`src/rtl/hbridge_codes_pkg.sv`:
```
// H-bridge command codes shared by the driver and the movement-decision blocks.
// Codes are {IN1,IN2,IN3,IN4}; motor A = IN1/IN2, motor B = IN3/IN4.
package hbridge_codes_pkg;

    localparam logic [3:0] COAST      = 4'b0000;
    localparam logic [3:0] BRAKE      = 4'b1111;
    localparam logic [3:0] FORWARD    = 4'b0110;
    localparam logic [3:0] REVERSE    = 4'b1001;
    localparam logic [3:0] TURN_RIGHT = 4'b0101;
    localparam logic [3:0] TURN_LEFT  = 4'b1010;

    localparam int unsigned DEAD_W = 28;

    typedef enum logic {
        RUN      = 1'b0,
        DEADTIME = 1'b1
    } hbState_e;

    // One motor pair flips between 10 and 01.
    function automatic logic pairReverses(input logic [1:0] applied, input logic [1:0] requested);
        return ((applied == 2'b10) && (requested == 2'b01)) ||
               ((applied == 2'b01) && (requested == 2'b10));
    endfunction

    // Either motor pair flips polarity.
    function automatic logic codeReverses(input logic [3:0] applied, input logic [3:0] requested);
        return pairReverses(applied[3:2], requested[3:2]) ||
               pairReverses(applied[1:0], requested[1:0]);
    endfunction

    function automatic logic isValidCode(input logic [3:0] code);
        case (code)
            COAST, BRAKE, FORWARD, REVERSE, TURN_RIGHT, TURN_LEFT: return 1'b1;
            default:                                              return 1'b0;
        endcase
    endfunction

endpackage

```
`src/rtl/pwm_gen.sv`:
```
// PWM generator: prescaler, 6-bit tick counter, period-aligned duty latch.
// Ports: clock, reset (sync, active-high), duty (0..63),
//        pwmOut_c (combinational tick < latched duty).
module pwm_gen #(
    parameter int unsigned PWM_PRESCALE = 256
) (
    input  logic       clock,
    input  logic       reset,
    input  logic [5:0] duty,
    output logic       pwmOut_c
);

    localparam int unsigned PRE_W = (PWM_PRESCALE > 1) ? $clog2(PWM_PRESCALE) : 1;

    logic [PRE_W-1:0] prescale;
    logic [5:0]       tick;
    logic [5:0]       dutyQ;
    logic             preWrap;

    assign preWrap = (prescale == PRE_W'(PWM_PRESCALE - 1));

    // Duty is only picked up as the tick counter rolls over, so periods are never torn.
    always_ff @(posedge clock) begin
        if (reset) begin
            prescale <= '0;
            tick     <= '0;
            dutyQ    <= '0;
        end else if (preWrap) begin
            prescale <= '0;
            tick     <= tick + 6'd1;
            if (tick == 6'd63) begin
                dutyQ <= duty;
            end
        end else begin
            prescale <= prescale + PRE_W'(1);
        end
    end

    assign pwmOut_c = (tick < dutyQ);

endmodule

```
`src/rtl/hbridge_driver.sv`:
```
// H-bridge pin driver with coast dead-time on motor polarity reversal.
// Ports: clock, reset (sync, active-high), cmd_ins {IN1..IN4} request, duty (0..63),
//        hb_ins pin drive, ena/enb PWM enables, applied_ins (= hb_ins),
//        dead_busy (in dead-time), cmd_invalid (pulse on unknown code).
module hbridge_driver
    import hbridge_codes_pkg::*;
#(
    parameter logic [27:0] DEAD_TIME_CYCLES = 28'd5000000,
    parameter int unsigned PWM_PRESCALE     = 256
) (
    input  logic       clock,
    input  logic       reset,
    input  logic [3:0] cmd_ins,
    input  logic [5:0] duty,
    output logic [3:0] hb_ins,
    output logic       ena,
    output logic       enb,
    output logic [3:0] applied_ins,
    output logic       dead_busy,
    output logic       cmd_invalid
);

    hbState_e          state;
    hbState_e          stateNext;
    logic [DEAD_W-1:0] deadCount;
    logic [DEAD_W-1:0] deadNext;
    logic [3:0]        insNext;
    logic [3:0]        decoded;
    logic              cmdValid;
    logic              driveEn;
    logic              pwmOut_c;

    pwm_gen #(
        .PWM_PRESCALE(PWM_PRESCALE)
    ) u_pwm (
        .clock    (clock),
        .reset    (reset),
        .duty     (duty),
        .pwmOut_c (pwmOut_c)
    );

    // State, pin drive and registered status outputs.
    always_ff @(posedge clock) begin
        if (reset) begin
            state       <= RUN;
            deadCount   <= '0;
            hb_ins      <= COAST;
            ena         <= 1'b0;
            enb         <= 1'b0;
            dead_busy   <= 1'b0;
            cmd_invalid <= 1'b0;
        end else begin
            state       <= stateNext;
            deadCount   <= deadNext;
            hb_ins      <= insNext;
            ena         <= driveEn;
            enb         <= driveEn;
            dead_busy   <= (stateNext == DEADTIME);
            cmd_invalid <= ~cmdValid;
        end
    end

    // Decode, next state and next pin drive.
    always_comb begin
        stateNext = state;
        deadNext  = deadCount;
        insNext   = hb_ins;
        cmdValid  = isValidCode(cmd_ins);
        decoded   = cmdValid ? cmd_ins : COAST;

        case (state)
            RUN: begin
                if (decoded != hb_ins) begin
                    // BRAKE/COAST never reverse a pair, so they always fall through to apply.
                    if (codeReverses(hb_ins, decoded)) begin
                        insNext   = COAST;
                        deadNext  = DEAD_TIME_CYCLES - 28'd1;
                        stateNext = DEADTIME;
                    end else begin
                        insNext = decoded;
                    end
                end
            end
            DEADTIME: begin
                insNext = COAST;
                if (cmd_ins == BRAKE) begin
                    insNext   = BRAKE;
                    deadNext  = '0;
                    stateNext = RUN;
                end else if (deadCount == '0) begin
                    // Applied code is COAST here, so no second reversal check is needed.
                    insNext   = decoded;
                    stateNext = RUN;
                end else begin
                    deadNext = deadCount - 28'd1;
                end
            end
            default: begin
                stateNext = RUN;
            end
        endcase

        // Enable mux: brake holds both enables high, coast/dead-time holds them low.
        if ((stateNext == DEADTIME) || (insNext == COAST)) begin
            driveEn = 1'b0;
        end else if (insNext == BRAKE) begin
            driveEn = 1'b1;
        end else begin
            driveEn = pwmOut_c;
        end
    end

    assign applied_ins = hb_ins;

endmodule

```
`config.mk`:
```
export PLATFORM = sky130hd
export DESIGN_NAME = hbridge_driver
export DESIGN_NICKNAME = d
export VERILOG_FILES = /design/src/rtl/hbridge_codes_pkg.sv /design/src/rtl/pwm_gen.sv /design/src/rtl/hbridge_driver.sv
export SDC_FILE = /design/constraint.sdc
export NUM_CORES = 1
export LEC_CHECK = 0
export BUFFER_PORTS_ARGS = -buffer_cell sky130_fd_sc_hd__buf_2
export CAP_MARGIN = 20
export CORE_UTILIZATION = 60
export CTS_CLUSTER_DIAMETER = 200
export CTS_CLUSTER_SIZE = 20
export DETAILED_ROUTE_END_ITERATION = 10
export PLACE_DENSITY = 0.8
export SLEW_MARGIN = 20
export SYNTH_ARGS = -nofsm -noshare
export SYNTH_HDL_FRONTEND = slang
export SYNTH_SLANG_ARGS = --single-unit
```
`constraint.sdc`:
```
create_clock -name clock -period 2.7 [get_ports clock]
set_input_delay 0.27 -clock clock [delete_from_list [all_inputs] [get_ports clock]]
set_output_delay 0.27 -clock clock [all_outputs]
set_load 0.01 [all_outputs]
```
==> results.yml <==
floorplan:
  die_area_sq_um: 5550
  num_rows: 26
  die_h_um: 74.5
  die-width_um: 74.5
  initial_utilization_pct: 62.1
  ios: 24
  coreArea_sq_um: 5070
routing:
  wl_um: 6690
  num_vias: 2816
  firstDrtPassIters: 4
  drt_iter0_drc: 152
  drt-wirelength-per-cell_um: 14.1
  avgViaCountPerCell: 5.92
  drc: 0
  ant_nets: 0
setup_path:
  cp.arrival_ns: 2.64
  crit_chain: "nor4_1 -> and2_1 -> and3_1 -> nand3_4 -> and2_1 -> a21oi_1 -> a211oi_1"
  slowest_delay_ns: 0.52
  cp-start-kind: "register"
  cp_common_cell: "and2_1"
  worstPathMaxFanout: 16
  crit_slowest_cell: "nor4_1"
  r2r-start: "deadCount[2]$_SDFFE_PP0P_"
  cp.required_ns: 2.89
  crit_family: "simple AND/OR/NAND/NOR gates"
  cp_num_buf_inv: 0
  end_kind: "register"
  critPathKind: "reg2reg"
  startpoint: "deadCount[2]$_SDFFE_PP0P_"
sta:
  fin_crit_ns: 2.45
  rsz0062_at_grt: "no"
  finalCritPeriodShare_pct: 90.7
  hold_viol_final: 0
  fmax_mhz: 408
  skew_ns: 0.00644
  tightest_slew_ns: 0.580
  setup_viol: 0
  setup_tns_ns: 0
  slew_viol_final: 0
  slew-limit-headroom_pct: 60.8
global_routing:
  grt_max_degree: 26
  grtUsageTotal_pct: 25.3
  grt_pass1_wl_um: 11000
  first_global_vias: 2474
  antenna_found_initial: 0
  grt_overflow: 0
cts:
  cts_buffer_depth: 2
  post_cts_buffers: 0
  numCtsBuffers: 5
  cts-resized-gates: 0
  clkLatencyLatePin_ns: 0.31
  clockRootBuffer: "clkbuf_8"
  cts_tree: "yes"
  hold_buffers: 0
  cts_max_level: 2
  clkTransAtPathRegs_ns: 0.11
  clock_sinks: 55
synthesis:
  syn-num-nets: 414
  yosysSeqAreaShare_pct: 34.9
  synth_edf_count: 0
  synthesis.instances: 394
  synth_area_sq_um: 3150
  synth_top_flop_cell: "dfxtp_1"
  postSynth.asyncResetShare_pct: 0
  yosys_warnings: 0
  synth.avg_cell_area_sq_um: 8.00
  synth-seq-cells: 55
  synthDistinctLibCells: 56
finish:
  syn_to_final_growth_pct: 6.67
  nets: 425
  n_antenna_cell: 0
  drive_gt1_share_pct: 11.6
pwr:
  finalPower_mw: 1.99
  p_leak_nw: 1.34
  irDropWorstVdd_mv: 0.406
  power_density_nw_per_um2: 592
run_status:
  status: "finished, final reports clean"
placement:
  portBuffers: 23
  gp_congestion: 0.912
  dp_hpwl_um: 4670
worst_hold_path:
  worstHoldStart: "duty[1]"
  min_path_type: "in2reg"
run:
  cap_violations: 0
## layout by cell type (no fill, tap or decap), drive strengths merged, types with 4 or more instances in the layout
master	instances
and2	7
nor3	8
and3	6
nand4	10
inv	13
nor4	9
mux2i	8
a221oi	4
nand2	21
xnor2	6
dfxtp	55
a31oi	6
a21oi	27
nand2b	13
nor2	65
nor2b	4
o21ai	21
nand3	17
xor2	20
a211oi	4
buf	29
ha	8
clkbuf	5
## power breakdown
part | internal, mW | switching, mW | leakage (nW) | total (mW)
sequential | 0.851 | 0.0427 | 0.445 | 0.894
combinational | 0.224 | 0.392 | 0.845 | 0.617
clock | 0.193 | 0.288 | 0.0467 | 0.481
total | 1.27 | 0.723 | 1.34 | 1.99
## worst paths after layout
check,to,slack [ns],cells after the start
setup / recovery,deadCount[22]$_SDFFE_PP0P_,0.25,7
hold / removal,u_pwm.dutyQ[1]$_SDFFE_PP0P_,0.18,3
hold reg to reg,u_pwm.prescale[0]$_SDFF_PP0_,0.48,1
setup reg to reg,deadCount[22]$_SDFFE_PP0P_,0.25,7
## sequential cells by signal, indices dropped and copies added, names as in the netlist
name / flops
deadCount: 28
u_pwm.prescale: 8
u_pwm.dutyQ: 6
u_pwm.tick: 6
applied_ins: 4
cmd_invalid: 1
enb: 1
state: 1
## cell usage after synthesis, types with 10 or more instances
library cell,count,share of area [%]
xor2_1,20,5.6
clkbuf_1,13,1.5
nand4_1,10,2.0
dfxtp_1,55,35
o21ai_0,21,3.3
inv_1,11,1.3
a21oi_1,27,4.3
nand2b_1,13,2.6
nand2_1,20,2.4
nand3_1,16,2.5
nor2_1,64,7.6
## metal layers
layer,global-route usage (%),vias to the layer above,wire (um),share of wire (%)
li1,-,1414,-,-
met1,34.2,1311,3170,47
met2,40.6,82,3130,47
met3,4.74,9,318,4.8
met4,8.60,0,81,1.2
met5,0,-,0,0
## metrics by stage
stage	instance area (sq um)	setup slack (ns)	hold WS [ns]	cells	util, %
floorplan	3150	0.615	0.414	394	-
global placement	3270	0.374	0.446	468	64.3
detailed placement	3270	0.320	0.455	468	64.3
CTS	3360	0.297	0.177	476	66.2
global route	3360	0.140	0.187	476	66.2
finish	3360	0.252	0.180	476	66.2
## layout make-up
cell class / instances / area, sq um
sequential: 55 / 1100
clock buffer: 5 / 68.8
clock inverter: 3 / 27.5
fill: 450 / 1710
multi-input combinational: 302 / 1870
timing repair buffer: 29 / 160
inverter: 12 / 45.0
tap: 70 / 87.6
## worst min-delay path, stage by stage
cell     delay [ns]
buf_2          0.07
mux2i_1        0.05
nor2_1         0.07
## cells by family (layout without fill, tap and decap cells)
logic type	count (synthesis)	count (layout)	share of synthesized area, %
AND/OR/NAND/NOR	176	176	29.2
multiplexers	8	8	2.54
AO/OA/AOI/OAI	84	84	17.3
adder cells (fa/ha/maj)	8	8	3.18
buffers and inverters	37	49	5.68
XOR/XNOR	26	26	7.23
flip-flops	55	55	34.9
Note: power is estimated with default switching activity, not from simulation.
